===== config.mk =====
export PLATFORM = sky130hd
export DESIGN_NAME = mem_access_unit
export DESIGN_NICKNAME = d
export VERILOG_FILES = /design/src/rtl/mau_pkg.sv /design/src/rtl/load_align.sv /design/src/rtl/mem_access_unit.sv
export SDC_FILE = /design/constraint.sdc
export NUM_CORES = 1
export LEC_CHECK = 0
export ABC_AREA = 1
export BUFFER_PORTS_ARGS = -buffer_cell sky130_fd_sc_hd__buf_2
export CAP_MARGIN = 20
export CORE_AREA = 2 2 153 155
export DETAILED_ROUTE_END_ITERATION = 10
export DIE_AREA = 0 0 155 157
export PLACE_DENSITY = 0.66
export SLEW_MARGIN = 10
export SYNTH_ARGS = -nofsm -noshare
export SYNTH_HDL_FRONTEND = slang
export SYNTH_HIERARCHICAL = 1
export SYNTH_SLANG_ARGS = --single-unit

===== constraint.sdc =====
create_clock -name clk -period 2.56 [get_ports clk]
set_input_delay 0.384 -clock clk [delete_from_list [all_inputs] [get_ports clk]]
set_output_delay 0.384 -clock clk [all_outputs]
set_load 0.01 [all_outputs]

===== src/rtl/mau_pkg.sv =====
// Shared encodings for mem_access_unit: request sizes, memory write codes and FSM states.
package mau_pkg;

  localparam logic [1:0] SZ_B = 2'b00;
  localparam logic [1:0] SZ_W = 2'b01;
  localparam logic [1:0] SZ_D = 2'b11;

  localparam logic [1:0] MW_NONE = 2'd0;
  localparam logic [1:0] MW_W    = 2'd1;
  localparam logic [1:0] MW_B    = 2'd2;
  localparam logic [1:0] MW_D    = 2'd3;

  typedef enum logic [1:0] {IDLE, ACCESS, RESP} state_t;

  // Reserved size 2'b10 falls into the dword code.
  function automatic logic [1:0] store_code(input logic [1:0] size);
    case (size)
      SZ_B:    return MW_B;
      SZ_W:    return MW_W;
      default: return MW_D;
    endcase
  endfunction

endpackage


===== src/rtl/load_align.sv =====
// Big-endian byte/word extraction from the memory read port, with sign or zero extension.
// Purely combinational; no state and no backpressure.
module load_align
  import mau_pkg::*;
#(
  parameter int N = 64
) (
  input  logic [N-1:0] readdata,
  input  logic [1:0]   addr,
  input  logic [1:0]   size,
  input  logic         zero_ext,
  output logic [N-1:0] data
);

  logic [31:0] word;
  logic [7:0]  byte_sel;

  always_comb begin
    word = readdata[31:0];
    // Byte 0 of a word is its most significant lane.
    case (addr)
      2'd0:    byte_sel = word[31:24];
      2'd1:    byte_sel = word[23:16];
      2'd2:    byte_sel = word[15:8];
      default: byte_sel = word[7:0];
    endcase
    case (size)
      SZ_B:    data = zero_ext ? {{(N-8){1'b0}}, byte_sel} : {{(N-8){byte_sel[7]}}, byte_sel};
      SZ_W:    data = zero_ext ? {{(N-32){1'b0}}, word} : {{(N-32){word[31]}}, word};
      default: data = readdata;
    endcase
  end

endmodule


===== src/rtl/mem_access_unit.sv =====
// Single-outstanding load/store unit driving the data memory; misalign trap under MAU_MISALIGN_CHECK_EN.
// Response 2 cycles after accept (1 on misalign); req_ready low until the response is taken, rsp held while rsp_ready low.
module mem_access_unit
  import mau_pkg::*;
#(
  parameter int N = 64
) (
  input  logic         clk,
  input  logic         reset,
  input  logic         req_valid,
  output logic         req_ready,
  input  logic         req_write,
  input  logic [1:0]   req_size,
  input  logic         req_unsigned,
  input  logic [N-1:0] req_addr,
  input  logic [N-1:0] req_wdata,
  output logic         rsp_valid,
  input  logic         rsp_ready,
  output logic [N-1:0] rsp_rdata,
  output logic         rsp_err,
  output logic         mem_dword,
  output logic [1:0]   mem_memwrite,
  output logic [N-1:0] mem_dataadr,
  output logic [N-1:0] mem_writedata,
  input  logic [N-1:0] mem_readdata
);

  state_t      state;
  logic        write_q;
  logic [1:0]  size_q;
  logic        zero_ext_q;
  logic [1:0]  memwrite_q;
  logic        misalign;
  logic [N-1:0] load_data;

`ifdef MAU_MISALIGN_CHECK_EN
  assign misalign = ((req_size == SZ_W) && (req_addr[1:0] != 2'b00)) ||
                    (req_size[1] && (req_addr[2:0] != 3'b000));
`else
  assign misalign = 1'b0;
`endif

  load_align #(.N(N)) u_load_align (
    .readdata (mem_readdata),
    .addr     (mem_dataadr[1:0]),
    .size     (size_q),
    .zero_ext (zero_ext_q),
    .data     (load_data)
  );

  always_ff @(posedge clk) begin
    if (reset) begin
      state         <= IDLE;
      req_ready     <= 1'b1;
      rsp_valid     <= 1'b0;
      rsp_rdata     <= '0;
      rsp_err       <= 1'b0;
      mem_dword     <= 1'b0;
      memwrite_q    <= MW_NONE;
      mem_dataadr   <= '0;
      mem_writedata <= '0;
      write_q       <= 1'b0;
      size_q        <= SZ_B;
      zero_ext_q    <= 1'b0;
    end else begin
      case (state)
        IDLE: if (req_valid) begin
          req_ready  <= 1'b0;
          write_q    <= req_write;
          size_q     <= req_size;
          zero_ext_q <= req_unsigned;
          if (misalign) begin
            state     <= RESP;
            rsp_valid <= 1'b1;
            rsp_err   <= 1'b1;
            rsp_rdata <= '0;
          end else begin
            state         <= ACCESS;
            mem_dword     <= req_size[1];
            memwrite_q    <= req_write ? store_code(req_size) : MW_NONE;
            mem_dataadr   <= req_addr;
            mem_writedata <= req_write ? req_wdata : '0;
          end
        end
        ACCESS: begin
          state         <= RESP;
          rsp_valid     <= 1'b1;
          rsp_err       <= 1'b0;
          rsp_rdata     <= write_q ? '0 : load_data;
          mem_dword     <= 1'b0;
          memwrite_q    <= MW_NONE;
          mem_dataadr   <= '0;
          mem_writedata <= '0;
        end
        RESP: if (rsp_ready) begin
          state     <= IDLE;
          rsp_valid <= 1'b0;
          req_ready <= 1'b1;
        end
        default: state <= IDLE;
      endcase
    end
  end

  // A reset landing in ACCESS must not let the pending store commit.
  assign mem_memwrite = reset ? MW_NONE : memwrite_q;

endmodule


==> results of run 1 <==
-- cells by family (layout without fill, tap and decap cells) --
family	after synthesis	count (layout)	share of synthesized area [%]
AND/OR/NAND/NOR	825	825	39.3
flip-flops	203	203	48.3
buffers and inverters	119	501	8.14
AO/OA/AOI/OAI	71	71	4.26
other	1	2	0.0445
-- final cells by class --
| cell class | count | area [µm²] |
|---|---|---|
| diodes | 1 | 2.50 |
| clock buffers | 32 | 692 |
| clock inverters | 11 | 180 |
| fillers | 2321 | 11200 |
| inverters | 38 | 145 |
| multi-input cells | 897 | 3680 |
| flip-flops and latches | 203 | 4070 |
| well taps | 285 | 357 |
| repair buffers | 420 | 2210 |
-- registers in the layout, summed over array words and instances, names as in the netlist --
signal,cells
rsp_rdata,64
zero_ext_q,1
rsp_valid,1
size_q,2
mem_dword,1
mem_writedata,64
state,2
write_q,1
req_ready,1
mem_dataadr,64
memwrite_q,2
-- report_power, final --
part           total (W)  switching (W)  internal [W]
Sequential       0.00342      0.0000897       0.00333
Combinational    0.00117       0.000728      0.000444
Clock            0.00374        0.00134       0.00239
Total            0.00833        0.00216       0.00616
-- cells in the final DEF (no fill, tap or decap), drive strengths merged --
cell | Yosys | layout
clkinv | 1 | 9
dfxtp | 203 | 203
o21ai | 45 | 45
inv | 37 | 35
nand4 | 8 | 8
nand3b | 1 | 1
bufinv | 0 | 5
clkbuf | 16 | 32
buf | 65 | 420
conb | 1 | 1
nand3 | 95 | 95
nor2 | 78 | 78
diode | 0 | 1
nand2 | 643 | 643
a21oi | 26 | 26
-- stage by stage --
stage	total power, W	cells	utilization (%)
2_1_floorplan	0.00420	1219	-
3_5_place_dp	0.00466	1843	46.5
6_report	0.00833	1887	50.4
5_1_grt	0.00868	1886	50.4
4_1_cts	0.00842	1886	50.4
3_3_place_gp	0.00464	1843	46.5
-- per-layer routing --
layer	global-route usage [%]	share of wire (%)
met2	35.4	47
met5	0	0
met3	6.97	9.5
met1	26.7	41
met4	6.53	2.7
-- worst max-delay path, delay by kind of cell, from the launching register on --
family | cells | cell delay (ns)
and+or+nand+nor | 6 | 0.93
buffers and inverters | 1 | 0.34
AOI/OAI and AO/OA | 1 | 0.17
DFF | 1 | 0.41
-- worst max path at each step --
stage / startpoint / end / slack, ns / cells after the start
floorplan: mem_dataadr[0]$_SDFFE_PP0P_ / rsp_rdata[39]$_SDFFE_PP0N_ / 1.14 / 9
global placement: req_valid / mem_dataadr[12]$_SDFFE_PP0P_ / 0.71 / 6
detailed placement: mem_dataadr[1]$_SDFFE_PP0P_ / rsp_rdata[44]$_SDFFE_PP0N_ / 0.64 / 8
CTS: mem_dataadr[1]$_SDFFE_PP0P_ / rsp_rdata[44]$_SDFFE_PP0N_ / 0.65 / 8
global route: mem_dataadr[1]$_SDFFE_PP0P_ / rsp_rdata[40]$_SDFFE_PP0N_ / 0.47 / 8
finish: mem_dataadr[1]$_SDFFE_PP0P_ / rsp_rdata[44]$_SDFFE_PP0N_ / 0.62 / 8
==> metrics.csv, run 1 <==
stage,metric,value,unit
global_route,grt_pass1_vias,8249,
drt,num_vias,8799,
global_route,antenna_found_initial,1,
floorplanning,fp-row-count,55,
setup_path,slowest_stage,dfxtp_1,
synth,ys_seq_area_share,48.3,%
sta,setup_violations,0,
run,maxCapViolCount,0,
clock_tree,cts_buffers,24,
sta,final-max-slew-violation-count,0,
setup_path,endpoint_kind,flop,
synth,synth_top_cell_by_area,dfxtp_1,
placement,portBuffers,396,
clock_tree,clock_tree.buffer_depth,3,
clock_tree,clkSlewWorstSetupHoldPaths,0.06,ns
clock_tree,ctsHoldBuffers,0,
sta,layout_setup_ws,0.621,ns
setup_path,setup.worst_path.class,flop to flop,
clock_tree,clock_latency,0.51,ns
clock_tree,h-tree-depth,1,
setup_path,crit_required,2.98,ns
sta,setup_tns,0,ns
clock_tree,cts_setup_buffers,0,
setup_path,path_max_fanout,37,
floorplanning,die_x,155,µm
sta,rsz0062_at_grt,false,
sta,clock.fmax,516,MHz
floorplanning,die_h,157,µm
drt,drt_first_iter_violations,475,
synth,synth_edf_count,0,
worst_hold_path,hold_class,input pin to flop,
synth,ys_ff_latch,203,
global_route,grt_max_degree,66,
setup_path,cp.arrival,2.36,ns
sta,hold_viol_final,0,
drt,wl,27.7,mm
drt,postRouteAntennaNets,0,
synth,synth.net_count,1419,
global_route,overflow,0,
drt,viasPerCell,4.66,
setup_path,crit_chain,nor2_4 > nand2_1 > nand3_1 > nand3_2 > buf_12 > nand3_1 > nand2_1 > o21ai_0,
sta,worst_slew_pin_slew,0.696,ns
synth,synthCells,1219,
synth,synthDistinctLibCells,26,
setup_path,rr_endpoint,rsp_rdata[44]$_SDFFE_PP0N_,
worst_hold_path,min_from,req_addr[8],
final_layout,drive_above_1_share,30.0,%
sta,fin_crit_sh,75.7,%
power,cellPowerDensity,734,nW/µm²
synth,yosys.cell_count.top_type,nand2_1,
sta,min_period,1.94,ns
clock_tree,clock-sinks,203,
drt,route.detailed.drc,0,
setup_path,r2r_start,mem_dataadr[1]$_SDFFE_PP0P_,
final_layout,areaGrowthSynthToFinish,34.6,%
synth,synthArstFlopShare,0,%
placement,dp_slack,0.636,ns
clock_tree,ctsResizeCount,0,
run_status,status,finished clean,
synth,yosysWarningCount,6,
worst_hold_path,min_to,mem_dataadr[8]$_SDFFE_PP0P_,
placement,place_area,10500,µm²
power,ir_worst_vdd,470,µV
synth,syn_avg_cell_area,6.91,µm²
synth,synth_ff_type,dfxtp_1,
sta,whs,0.0700,ns
synth,synthTopCellsByArea,"dfxtp_1 (48%), nand2_1 (28%), nand3_1 (5.5%)",
final_layout,design_area,11300,µm²
synth,synth_top_cell_area_share,48.3,%
setup_path,slowest_delay,0.41,ns
floorplanning,ioPinCount,398,
clock_tree,clock-root-buffer,clkbuf_16,
setup_path,rrSetupSlack,0.62,ns
global_route,grt_use_total,21.4,%
final_layout,layout.nets,1784,
sta,finClkSkew,0.00797,ns
floorplanning,die_area,24300,µm²
sta,relSlewSlack,53.6,%
synth,synthTopCellsByCount,"nand2_1 (638), dfxtp_1 (203), nand3_1 (93)",
clock_tree,cts_tree,yes,
drt,routedWlPerCell,14.7,µm
setup_path,startpoint_type,flop,
floorplanning,core,22500,µm²
power,p_leak,6.49,nW
placement,place.gp.congestion,0.884,
drt,first_pass_iters,5,
worst_hold_path,hold_depth,3,
setup_path,worstRegToRegCells,8,
global_route,grt_pass1_wl,42.6,mm
placement,hpwl,19.9,mm
floorplanning,initial_core_util,37.4,%
synth,synthesis.area,8420,µm²
No activity file was read; power rests on OpenSTA's default activity.
==> run 2: changes to the inputs <==
CORE_AREA = 2 2 154 156   (was 2 2 153 155)
DIE_AREA = 0 0 156 158   (was 0 0 155 157)
PLACE_DENSITY = 0.68   (was 0.66)
clock period = 1.7 ns   (was 2.56 ns; I/O delays follow)
==> metrics.csv, run 2 (synthesized netlist as in run 1, its figures left out) <==
stage,metric,value,unit,change
setup_path,slowest_stage,dfxtp_1,,unchanged
floorplanning,core,23100,µm²,was 22500 µm²
clock_tree,clock-sinks,203,,unchanged
sta,hold_viol_final,0,,unchanged
setup_path,cp_top_family,simple AND/OR/NAND/NOR gates,,unchanged
drt,first_pass_iters,6,,was 5
floorplanning,die_x,156,µm,was 155 µm
setup_path,crit_buf_inv,1,,unchanged
final_layout,areaGrowthSynthToFinish,41.6,%,was 34.6%
sta,layout_setup_ws,0.149,ns,was 0.621 ns
placement,dp.cells,1851,,was 1843
clock_tree,h-tree-depth,1,,unchanged
setup_path,slowest_delay,0.36,ns,was 0.41 ns
power,p_leak,6.70,nW,was 6.49 nW
global_route,grt_use_total,21.1,%,was 21.4%
sta,setup_violations,0,,unchanged
drt,wl,28.2,mm,was 27.7 mm
run_status,status,finished clean,,unchanged
final_layout,n_fill_cell,2270,,was 2321
sta,rsz0062_at_grt,false,,unchanged
drt,drt_first_iter_violations,694,,was 475
setup_path,crit_required,2.13,ns,was 2.98 ns
drt,viasPerCell,4.72,,was 4.66
sta,fin_crit_sh,91.3,%,was 75.7%
floorplanning,die_h,158,µm,was 157 µm
drt,routedWlPerCell,14.4,µm,was 14.7 µm
power,ir_worst_vdd,544,µV,was 470 µV
clock_tree,clock-root-buffer,clkbuf_16,,unchanged
setup_path,crit_top_cell,nand2_1,,
sta,clock.fmax,645,MHz,was 516 MHz
clock_tree,cts_buffers,23,,was 24
floorplanning,initial_core_util,36.5,%,was 37.4%
clock_tree,clkSlewWorstSetupHoldPaths,0.06,ns,about the same
setup_path,path_max_fanout,32,,was 37
sta,final-max-slew-violation-count,0,,unchanged
final_layout,drive_above_1_share,28.8,%,was 30.0%
final_layout,top_regs,"mem_dataadr x64, mem_writedata x64, rsp_rdata x64",,unchanged
drt,route.detailed.drc,0,,unchanged
global_route,overflow,0,,unchanged
placement,portBuffers,396,,unchanged
sta,min_period,1.55,ns,was 1.94 ns
floorplanning,fp-row-count,56,,was 55
setup_path,endpoint_kind,flop,,unchanged
power,cellPowerDensity,989,nW/µm²,was 734 nW/µm²
floorplanning,ioPinCount,398,,unchanged
drt,postRouteAntennaNets,0,,unchanged
worst_hold_path,hold_class,input pin to flop,,unchanged
setup_path,setup.worst_path.class,flop to flop,,unchanged
sta,finClkSkew,0.0126,ns,was 0.00797 ns
drt,num_vias,9249,,was 8799
setup_path,cp.arrival,1.98,ns,was 2.36 ns
global_route,antenna_found_initial,2,,was 1
final_layout,layout.nets,1851,,was 1784
sta,setup_tns,0,ns,unchanged
clock_tree,clock_tree.buffer_depth,3,,unchanged
clock_tree,clock_latency,0.52,ns,was 0.51 ns
final_layout,layout_commonest_cell,nand2_1,,unchanged
setup_path,startpoint_type,flop,,unchanged
clock_tree,cts_tree,yes,,unchanged
run,maxCapViolCount,0,,unchanged
global_route,grt_max_degree,59,,was 66
global_route,grt_pass1_vias,8459,,was 8249
placement,place.gp.congestion,0.910,,was 0.884
placement,hpwl,19.1,mm,was 19.9 mm
final_layout,layout_common_cells,"nand2_1 (638), buf_2 (396), dfxtp_1 (201)",,"was nand2_1 (638), buf_2 (396), dfxtp_1 (202)"
global_route,grt_pass1_wl,42.1,mm,was 42.6 mm
final_layout,stdcell_count,1958,,was 1887
floorplanning,die_area,24600,µm²,was 24300 µm²
setup_path,crit_chain,nor2_8 > nand2_1 > nand2_2 > nand3_2 > buf_12 > nand3_1 > nand2_1 > o21ai_0,,was nor2_4 > nand2_1 > nand3_1 > nand3_2 > buf_12 > nand3_1 > nand2_1 > o21ai_0
placement,dp_slack,0.165,ns,was 0.636 ns
-- run 2: final timing paths --
| check | end | startpoint | cells past startpoint | slack, ns |
|---|---|---|---|---|
| max | rsp_rdata[40]$_SDFFE_PP0N_ | size_q[0]$_SDFFE_PP0P_ | 8 | 0.15 |
| min | state[1]$_SDFFE_PP0P_ | rsp_ready | 3 | 0.04 |
| max reg2reg | rsp_rdata[40]$_SDFFE_PP0N_ | size_q[0]$_SDFFE_PP0P_ | 8 | 0.15 |
| min reg2reg | mem_dataadr[20]$_SDFFE_PP0P_ | mem_dataadr[20]$_SDFFE_PP0P_ | 2 | 0.44 |
-- run 2: layout make-up --
type                    count  area (µm²)  share of cell area (%)
inverters                  38         145                    1.22
flip-flops and latches    203        4070                    34.1
multi-input cells         897        3680                    30.9
clock buffers              30         632                    5.30
diodes                      3        7.51                  0.0630
clock inverters             9        78.8                   0.661
repair buffers            488        2950                    24.7
well taps                 290         363                    3.04
-- run 2: worst register-to-register path, stage by stage (launching register included) --
cell and delay (ns):
dfxtp_1 0.36, nor2_8 0.19, nand2_1 0.08, nand2_2 0.09, nand3_2 0.22, buf_12 0.25
nand3_1 0.08, nand2_1 0.05, o21ai_0 0.16
-- run 2: metal layers --
layer  vias up  track usage, %  part of all wire, %  routed length [µm]
met1      4102            24.6                   40               11200
met5         -               0                0.039                  11
li1       4632               -                    -                   -
met3       106            7.09                  9.3                2630
met2       407            35.0                   47               13200
met4         2            9.96                  4.3                1200
-- run 2: power by group --
part / switching [W] / internal [W] / total (W) / leakage [nW]
clock: 0.00196 / 0.00276 / 0.00472 / 0.348
sequential: 0.000135 / 0.00501 / 0.00515 / 1.66
combinational: 0.00113 / 0.000799 / 0.00192 / 4.70
-- run 2: repair_timing --
item	in CTS	in global routing
hold buffers	65	0
endpoints found under the setup margin	0	1
resized for setup	0	1
endpoints found under the hold margin	65	0
buffers inserted	0	0
-- run 2: per-stage QoR --
stage	cell area [µm²]	total power, W	hold slack, ns	util (%)
after floorplan	8420	0.00632	0.365	-
after global placement	10600	0.00702	0.422	45.8
after detailed placement	10600	0.00704	0.427	45.8
after CTS	11900	0.0119	0.0121	51.7
after global routing	11900	0.0123	0.0382	51.7
final	11900	0.0118	0.0391	51.7
